==> src/rtl/arbiter_rr_encoded.sv <==
// arbiter_rr_encoded: registered N-way arbiter for masters that share one
// resource. Each grant is presented as a one-hot vector and as a binary index,
// with a valid/ready handshake. A presented grant stays put until it is
// accepted. Round-robin (the default) or fixed priority is chosen by a
// parameter; in fixed priority the lowest index wins.
//
// Ports:
//   clk          clock, all state on the rising edge
//   rst_n        asynchronous active-low reset
//   req          per-channel request levels
//   grant_valid  a grant is being presented
//   grant_ready  consumer accepts the presented grant this cycle
//   grant_onehot one-hot grant, zero when grant_valid=0
//   grant_idx    binary index of the grant, zero when grant_valid=0
//
// state | meaning
// ------+--------------------------------------------------
// IDLE  | no grant presented; waiting for any request
// HOLD  | grant registered and presented until grant_ready

module arbiter_rr_encoded #(
  parameter int N_REQ          = 8,
  parameter int W_IDX          = (N_REQ > 1 ? $clog2(N_REQ) : 1),
  parameter bit FIXED_PRIORITY = 1'b0
) (
  input  logic             clk,
  input  logic             rst_n,
  input  logic [N_REQ-1:0] req,
  output logic             grant_valid,
  input  logic             grant_ready,
  output logic [N_REQ-1:0] grant_onehot,
  output logic [W_IDX-1:0] grant_idx
);

  typedef enum logic {IDLE = 1'b0, HOLD = 1'b1} state_t;

  // After reset channel 0 is first in line.
  localparam logic [W_IDX-1:0] PTR_RST = W_IDX'(N_REQ - 1);

  state_t           state_q, state_d;
  logic [W_IDX-1:0] ptr_q, ptr_d;
  logic [W_IDX-1:0] idx_q, idx_d;
  logic [N_REQ-1:0] oh_q, oh_d;

  logic             accept;
  logic             any_req;
  logic [W_IDX-1:0] arb_ptr;
  logic [W_IDX-1:0] win_idx;
  logic [N_REQ-1:0] win_oh;
  logic             hi_found;
  logic [W_IDX-1:0] hi_idx, lo_idx;
  logic [N_REQ-1:0] hi_oh, lo_oh;

  assign accept  = (state_q == HOLD) && grant_ready;
  assign any_req = |req;
  // On accept, re-arbitration in the same cycle already sees the channel just
  // granted as the last-granted one.
  assign arb_ptr = accept ? idx_q : ptr_q;

  // Scan from the top down so the last hit is the lowest set bit. The "hi"
  // search only considers channels strictly above the pointer; the plain
  // lowest requester is the fallback when nothing above the pointer asks.
  always_comb begin
    hi_found = 1'b0;
    hi_idx   = '0;
    lo_idx   = '0;
    hi_oh    = '0;
    lo_oh    = '0;
    for (int i = N_REQ - 1; i >= 0; i--) begin
      if (req[i]) begin
        lo_idx    = W_IDX'(i);
        lo_oh     = '0;
        lo_oh[i]  = 1'b1;
        if (!FIXED_PRIORITY && (i > int'(arb_ptr))) begin
          hi_found = 1'b1;
          hi_idx   = W_IDX'(i);
          hi_oh    = '0;
          hi_oh[i] = 1'b1;
        end
      end
    end
    win_idx = hi_found ? hi_idx : lo_idx;
    win_oh  = hi_found ? hi_oh  : lo_oh;
  end

  always_comb begin
    state_d = state_q;
    ptr_d   = ptr_q;
    idx_d   = idx_q;
    oh_d    = oh_q;
    if (accept) begin
      ptr_d = idx_q;
    end
    // While HOLD waits for ready, everything is frozen regardless of req.
    if ((state_q == IDLE) || accept) begin
      if (any_req) begin
        state_d = HOLD;
        idx_d   = win_idx;
        oh_d    = win_oh;
      end else begin
        state_d = IDLE;
        idx_d   = '0;
        oh_d    = '0;
      end
    end
  end

  always_ff @(posedge clk or negedge rst_n) begin
    if (!rst_n) begin
      state_q <= IDLE;
      ptr_q   <= PTR_RST;
      idx_q   <= '0;
      oh_q    <= '0;
    end else begin
      state_q <= state_d;
      ptr_q   <= ptr_d;
      idx_q   <= idx_d;
      oh_q    <= oh_d;
    end
  end

  assign grant_valid  = (state_q == HOLD);
  assign grant_onehot = oh_q;
  assign grant_idx    = idx_q;

endmodule

==> config.mk <==
export PLATFORM = sky130hd
export DESIGN_NAME = arbiter_rr_encoded
export DESIGN_NICKNAME = d
export VERILOG_FILES = /design/src/rtl/arbiter_rr_encoded.sv
export SDC_FILE = /design/constraint.sdc
export NUM_CORES = 1
export LEC_CHECK = 0
export ABC_CLOCK_PERIOD_IN_PS = 2300
export CAP_MARGIN = 5
export CORE_MARGIN = 2
export CORE_UTILIZATION = 37
export CTS_CLUSTER_SIZE = 30
export DETAILED_ROUTE_END_ITERATION = 8
export PLACE_DENSITY = 0.69
export SYNTH_ARGS = -nofsm -noshare
export SYNTH_HDL_FRONTEND = slang
export SYNTH_SLANG_ARGS = --single-unit
==> constraint.sdc <==
create_clock -name clk -period 2.3 [get_ports clk]
set_input_delay 0.345 -clock clk [delete_from_list [all_inputs] [get_ports clk]]
set_output_delay 0.345 -clock clk [all_outputs]
set_load 0.03 [all_outputs]
==> results of run 1 <==
repair_timing:
action	in CTS	in global routing
setup endpoints to repair	0	7
endpoints found under the hold margin	0	0
setup buffers	0	2
resized for setup	0	5
synth_stat cells (3+ instances only):
master,number,area [µm²]
nor2_1,5,18.77
a211o_1,3,26.28
nand2_1,19,71.32
dfstp_2,3,78.83
o21ai_1,3,15.01
a32o_1,5,50.05
a21oi_1,7,35.03
dfrtp_1,12,300.3
o21ai_0,3,15.01
inv_1,6,22.52
area by class of cell:
class | instances | area [µm²] | area share [%]
multi-input combinational | 94 | 698.2 | 43.70
timing repair buffer | 50 | 430.4 | 26.94
sequential | 15 | 380.4 | 23.81
tap | 31 | 38.79 | 2.428
clock buffer | 3 | 22.52 | 1.410
inverter | 6 | 22.52 | 1.410
clock inverter | 1 | 5.005 | 0.3132
metal layers:
metal	vias to the layer above	wire (µm)
met1	561	1412
li1	554	-
met4	0	75
met3	9	241
met5	-	0
met2	60	1604
through the flow:
step           utilization [%]  hold WS, ns  setup slack, ns  instances
4_1_cts                  55.71       0.4886          0.05030        198
3_5_place_dp             54.73       0.4717          -0.2737        194
2_1_floorplan                -      0.04941           0.1273        119
3_3_place_gp             54.73       0.4668          -0.2710        194
5_1_grt                  56.96       0.5032         -0.04049        200
6_report                 56.96       0.4651          0.02676        200
worst reg2reg max path, delay by kind of cell (launching register included):
kind / cells / cell delay, ns
AO/OA/AOI/OAI: 4 / 0.94
flip-flops: 1 / 0.57
AND/OR/NAND/NOR: 2 / 0.67
flip-flops by register name, summed over array words and instances (netlist names):
name,count
grant_onehot,8
grant_idx,3
ptr_q,3
grant_valid,1
where the power goes:
| group | switching [mW] | internal, mW |
|---|---|---|
| sequential | 0.0665 | 0.331 |
| clock | 0.0988 | 0.0650 |
| combinational | 0.324 | 0.326 |
| total | 0.489 | 0.722 |
worst paths after layout:
kind / to / startpoint / cells after the start
min in group clk: grant_onehot[4]$_DFFE_PN0P_ / grant_onehot[4]$_DFFE_PN0P_ / 1
setup reg to reg: grant_onehot[3]$_DFFE_PN0P_ / ptr_q[2]$_DFF_PN1_ / 6
setup / recovery: grant_onehot[3]$_DFFE_PN0P_ / grant_ready / 8
hold / removal: grant_onehot[1]$_DFFE_PN0P_ / rst_n / 1
max in group asynchronous: grant_valid$_DFFE_PN0P_ / rst_n / 1
hold reg to reg: grant_onehot[4]$_DFFE_PN0P_ / grant_onehot[4]$_DFFE_PN0P_ / 1
logic make-up (layout without fill, tap and decap cells):
family / count (synthesis) / after routing / share of synthesized area [%]
AO/OA/AOI/OAI: 44 / 44 / 33.86
buffers and inverters: 10 / 60 / 4.836
flip-flops: 15 / 15 / 34.08
multiplexers: 2 / 2 / 1.800
AND/OR/NAND/NOR: 48 / 48 / 25.42
==> out/metrics.csv, run 1 <==
metric;value;unit
grt_busiest_layer;met2;
cap_violations;0;
cts-buffers-inserted;3;
io_buffers;22;
pwr_density_cell;758.4;mW/mm²
grtUsageTotal;21.21;%
skew;0.005437;ns
crit_chain;clkdlybuf4s50_1, buf_4, a21bo_4, a221oi_4, a2bb2oi_2, nand3_2, or4_4, o21ai_1;
synth_area_per_cell;9.347;µm²
r2r_slack;0.05;ns
dpl_cell_area;0.001535;mm²
fin_setup_tns;0;ns
cpMaxStageDelayCell;or4_4;
min_period;2.273;ns
finalHoldViolCount;0;
met3_usage;3.956;%
ant_nets;0;
synth-edff-count;0;
met1_usage;28.20;%
hold_path_class;input pin to async pin;
async_flop_share;100.0;%
final_nets;181;
relSlewSlack;51.36;%
viasPerCell;5.920;
layout_common_cells;buf_4 (28), clkdlybuf4s50_1 (22), nand2_1 (19);
grt_max_degree;16;
drtIter0Drc;65;
crit_arrival;2.51;ns
worstPathMaxFanout;5;
overflow;0;
violations;DRC;
ys_ff_latch;15;
ys_seq_area_share;34.08;%
firstDrtPassIters;6;
crit_path_end_kind;register;
cts.path.max_buffers;2;
crit_type;input pin to register;
antenna_found_initial;0;
gp_congestion;0.9037;
worst_pin_slew;0.7274;ns
max_stage_delay;0.52;ns
drt_wl_total;3.333;mm
dp_hpwl;2.534;mm
start_kind;input pin;
fillers;255;
status;complete, but fails checks;
setup_viol;0;
yosysWarningCount;0;
wire_per_inst;16.67;µm
finalCritPeriodShare;98.84;%
syn_to_final_growth;43.64;%
power;1.212;mW
io_pins;23;
ys_types;53;
drive_gt1_share;34.32;%
path_buf_inv;2;
path_clk_slew;0.10;ns
final_common_cell;buf_4;
initial_core_util;39.65;%
insertion_delay;0.30;ns
cts-htree-levels;1;
core_area;0.002805;mm²
holdBufCountCts;0;
grt_pass1_vias;1157;
rsz0062_at_grt;true;
drcViolationCount;1;
slew_violations;0;
power.leakage;0.7074;nW
cts_tree;built;
cts_sinks;15;
globalRouteMet2Util;33.49;%
vias;1184;
fp.dieW;58.83;µm
ys.flop_type;dfrtp_1;
ir_drop;0.0003968;V
required;2.53;ns
max_freq;439.9;MHz
cts-root-buf;clkbuf_4;
num_rows;19;
synthesis.nets;130;
path_delay_family;compound AO/OA/AOI/OAI gates;
netlist_instances;119;
antennaDiodeCount;0;
fin_area;0.001598;mm²
die_h;58.83;µm
grt_pass1_wl;5.526;mm
syn_area;0.001112;mm²
dieArea;0.003461;mm²
(Power assumes the default switching activity.)
==> run 2: changes to the inputs <==
--- a/config.mk
+++ b/config.mk
@@ -5,13 +5,14 @@
 export SDC_FILE = /design/constraint.sdc
 export NUM_CORES = 1
 export LEC_CHECK = 0
+export ABC_AREA = 1
 export ABC_CLOCK_PERIOD_IN_PS = 2300
 export CAP_MARGIN = 5
 export CORE_MARGIN = 2
 export CORE_UTILIZATION = 37
 export CTS_CLUSTER_SIZE = 30
 export DETAILED_ROUTE_END_ITERATION = 8
-export PLACE_DENSITY = 0.69
+export PLACE_DENSITY = 0.7
 export SYNTH_ARGS = -nofsm -noshare
 export SYNTH_HDL_FRONTEND = slang
 export SYNTH_SLANG_ARGS = --single-unit
==> run 2 against run 1 <==
  * Register-to-register slack gained 0.61 ns
  * Power shrank 16%
  * The flow now finishes without violations
  * Critical endpoint is now grant_valid
  * Combinational power shrank 23%
==> out/metrics.csv, run 2 <==
metric;value;unit;change
crit_type;register to primary output;;
crit_path_end_kind;primary output;;
antennaDiodeCount;0;;unchanged
syn_to_final_growth;29.28;%;
p_sw_share;42.94;%;+2.5 points
cts-htree-levels;1;;unchanged
async_flop_share;100.0;%;unchanged
max_freq;565.3;MHz;+29%
fin_setup_tns;0;ns;unchanged
cpMaxStageDelayCell;clkdlybuf4s50_1;;
path_delay_family;buffers and inverters;;
insertion_delay;0.28;ns;-0.02 ns
regArea;379.1;µm²;-0.33%
viasPerCell;5.108;;-14%
grt_pass1_vias;965;;-17%
syn_area;0.001008;mm²;-9.3%
final_common_cell;nand2_1;;
initial_core_util;39.98;%;+0.33 points
drtIter0Drc;53;;-18%
antenna_found_initial;0;;unchanged
multi_input_area;558.0;µm²;-20%
io_buffers;22;;unchanged
cts_setup_buffers;0;;unchanged
overflow;0;;unchanged
ant_nets;0;;unchanged
dieArea;0.003159;mm²;-8.7%
die_h;56.21;µm;-4.5%
fillers;234;;-8.2%
ys_seq_area_share;37.59;%;+3.5 points
crit_arrival;1.42;ns;-1.09 ns
synth_area_leaders;dfrtp_1 (30%), nand2_1 (19%), nand3_1 (8.9%);;
cts_resized;0;;unchanged
status;finished, final reports clean;;
dp.cells;200;;+3.1%
final_nets;186;;+2.8%
cts-root-buf;clkbuf_4;;
final_cells;204;;+2.0%
worst_pin_slew;0.6720;ns;-0.05534 ns
grtUsageTotal;17.85;%;-3.4 points
dp_hpwl;2.058;mm;-19%
synth_most_common_cell;nand2_1;;
yosysWarningCount;0;;unchanged
wire_per_inst;12.27;µm;-26%
drt_wl_total;2.504;mm;-25%
rsz0062_at_grt;false;;
path_clk_slew;0.09;ns;about the same
cts-buffers-inserted;3;;unchanged
ir_drop;0.0004841;V;+22%
pwr_density_cell;778.1;mW/mm²;+2.6%
slew_violations;0;;unchanged
cts.path.max_buffers;2;;unchanged
synth-edff-count;0;;unchanged
finalHoldViolCount;0;;unchanged
grt_pass1_wl;4.374;mm;-21%
worstPathMaxFanout;6;;+1
clkPwrFrac;15.0;%;+1.5 points
layout_common_cells;nand2_1 (50), clkdlybuf4s50_1 (22), nand3_1 (18);;
crit_chain;clkdlybuf4s50_1;;
io_pins;23;;unchanged
min_period;1.769;ns;-0.5042 ns
required;1.96;ns;-0.57 ns
gp_congestion;0.9840;;+8.9%
grt_max_degree;16;;unchanged
skew;0.001608;ns;-0.003829 ns
drcViolationCount;0;;-1
synthesis.nets;158;;+22%
synth_commonest_cells;nand2_1 (50), nand3_1 (18), dfrtp_1 (12), inv_1 (12), nand2_2 (10);;
netlist_instances;147;;+24%
holdBufCountCts;0;;unchanged
synth_area_per_cell;6.860;µm²;-27%
relSlewSlack;55.06;%;+3.7 points
p_switching;0.4356;mW;-11%
cap_violations;0;;unchanged
finalCritPeriodShare;76.91;%;-22 points
drive_gt1_share;19.54;%;-15 points
fp.dieW;56.21;µm;-4.5%
setup_viol;0;;unchanged
core_area;0.002522;mm²;-10%
power_frac_seq;35.6;%;+2.8 points
start_kind;register;;
p_int;0.5789;mW;-20%
cts_tree;built;;
ys.flop_type;dfrtp_1;;
ys_types;22;;-58%
largest_reg_flops;8;;unchanged
max_stage_delay;0.70;ns;+0.18 ns
path_buf_inv;1;;-1
synth_top_area_share;29.78;%;+2.8 points
post-synth-top-area-cell;dfrtp_1;;
ys_ff_latch;15;;unchanged
num_rows;18;;-1
combPwrFrac;49.5;%;-4.2 points
cts_sinks;15;;unchanged
power.leakage;0.6714;nW;-5.1%
firstDrtPassIters;4;;-2
vias;1042;;-12%
hold_path_class;input pin to async pin;;
## run 2: cell types whose count changed in the layout (fill, tap and decap cells not counted), sizes merged, moves of 3 or more
cell / previous run / this run
inv: 6 / 18
a32o: 5 / 0
nand3: 3 / 21
buf: 28 / 2
a31o: 3 / 0
nor2: 5 / 13
a211o: 4 / 0
nand2: 19 / 61
and2: 4 / 0
## run 2: cells by family (layout without fill, tap and decap cells)
logic type | count (synthesis) | in the layout | share of synthesized area [%]
simple gates | 98 | 98 | 46.77
buf+inv | 19 | 46 | 7.071
compound gates | 15 | 15 | 8.562
flops | 15 | 15 | 37.59
## run 2: metrics by stage
step / cell area, µm² / worst slack, ns / hold WS [ns] / power (mW) / util, %
after detailed placement: 1277 / 0.2431 / 0.4653 / 0.8668 / 50.64
after floorplan: 1008 / 0.7099 / 0.04941 / 0.6922 / -
after global routing: 1304 / 0.3450 / 0.5183 / 1.091 / 51.69
final: 1304 / 0.5310 / 0.4662 / 1.015 / 51.69
after global placement: 1277 / 0.2811 / 0.4634 / 0.8645 / 50.64
after CTS: 1304 / 0.5177 / 0.4890 / 1.022 / 51.69
## run 2: layout make-up
| type | instances | area share (%) |
|---|---|---|
| repair buffers | 24 | 18.04 |
| multi-input cells | 113 | 42.80 |
| inverters | 18 | 5.182 |
| clock buffers | 4 | 2.015 |
| well taps | 30 | 2.879 |
| flip-flops and latches | 15 | 29.08 |
## run 2: path summary, 6_finish.rpt
| path | from | endpoint | slack [ns] | cells past startpoint |
|---|---|---|---|---|
| worst min-delay path | rst_n | grant_onehot[6]$_DFFE_PN0P_ | 0.47 | 1 |
| worst max register to register | grant_valid$_DFFE_PN0P_ | grant_onehot[4]$_DFFE_PN0P_ | 0.66 | 12 |
| min in group clk | grant_onehot[1]$_DFFE_PN0P_ | grant_onehot[1]$_DFFE_PN0P_ | 0.48 | 2 |
| worst min register to register | grant_onehot[1]$_DFFE_PN0P_ | grant_onehot[1]$_DFFE_PN0P_ | 0.48 | 2 |
| max in group asynchronous | rst_n | grant_onehot[3]$_DFFE_PN0P_ | 1.41 | 1 |
| worst max-delay path | grant_valid$_DFFE_PN0P_ | grant_valid | 0.53 | 1 |
## run 2: metal layers
metal  track usage, %  vias up  share of wire [%]
met2            25.88       38                 43
li1                 -      522                  -
met4            10.20        0                3.3
met3            2.326        8                5.4
met5                0        -                  0
met1            25.14      474                 48
## run 2: power by group through the flow
| stage | Combinational (mW) | Clock [mW] | Sequential [mW] |
|---|---|---|---|
| after floorplan | 0.243 | 0 | 0.449 |
| after global placement | 0.500 | 0 | 0.365 |
| after detailed placement | 0.500 | 0 | 0.366 |
| after CTS | 0.502 | 0.158 | 0.362 |
| after global routing | 0.549 | 0.172 | 0.371 |
| final | 0.502 | 0.152 | 0.361 |
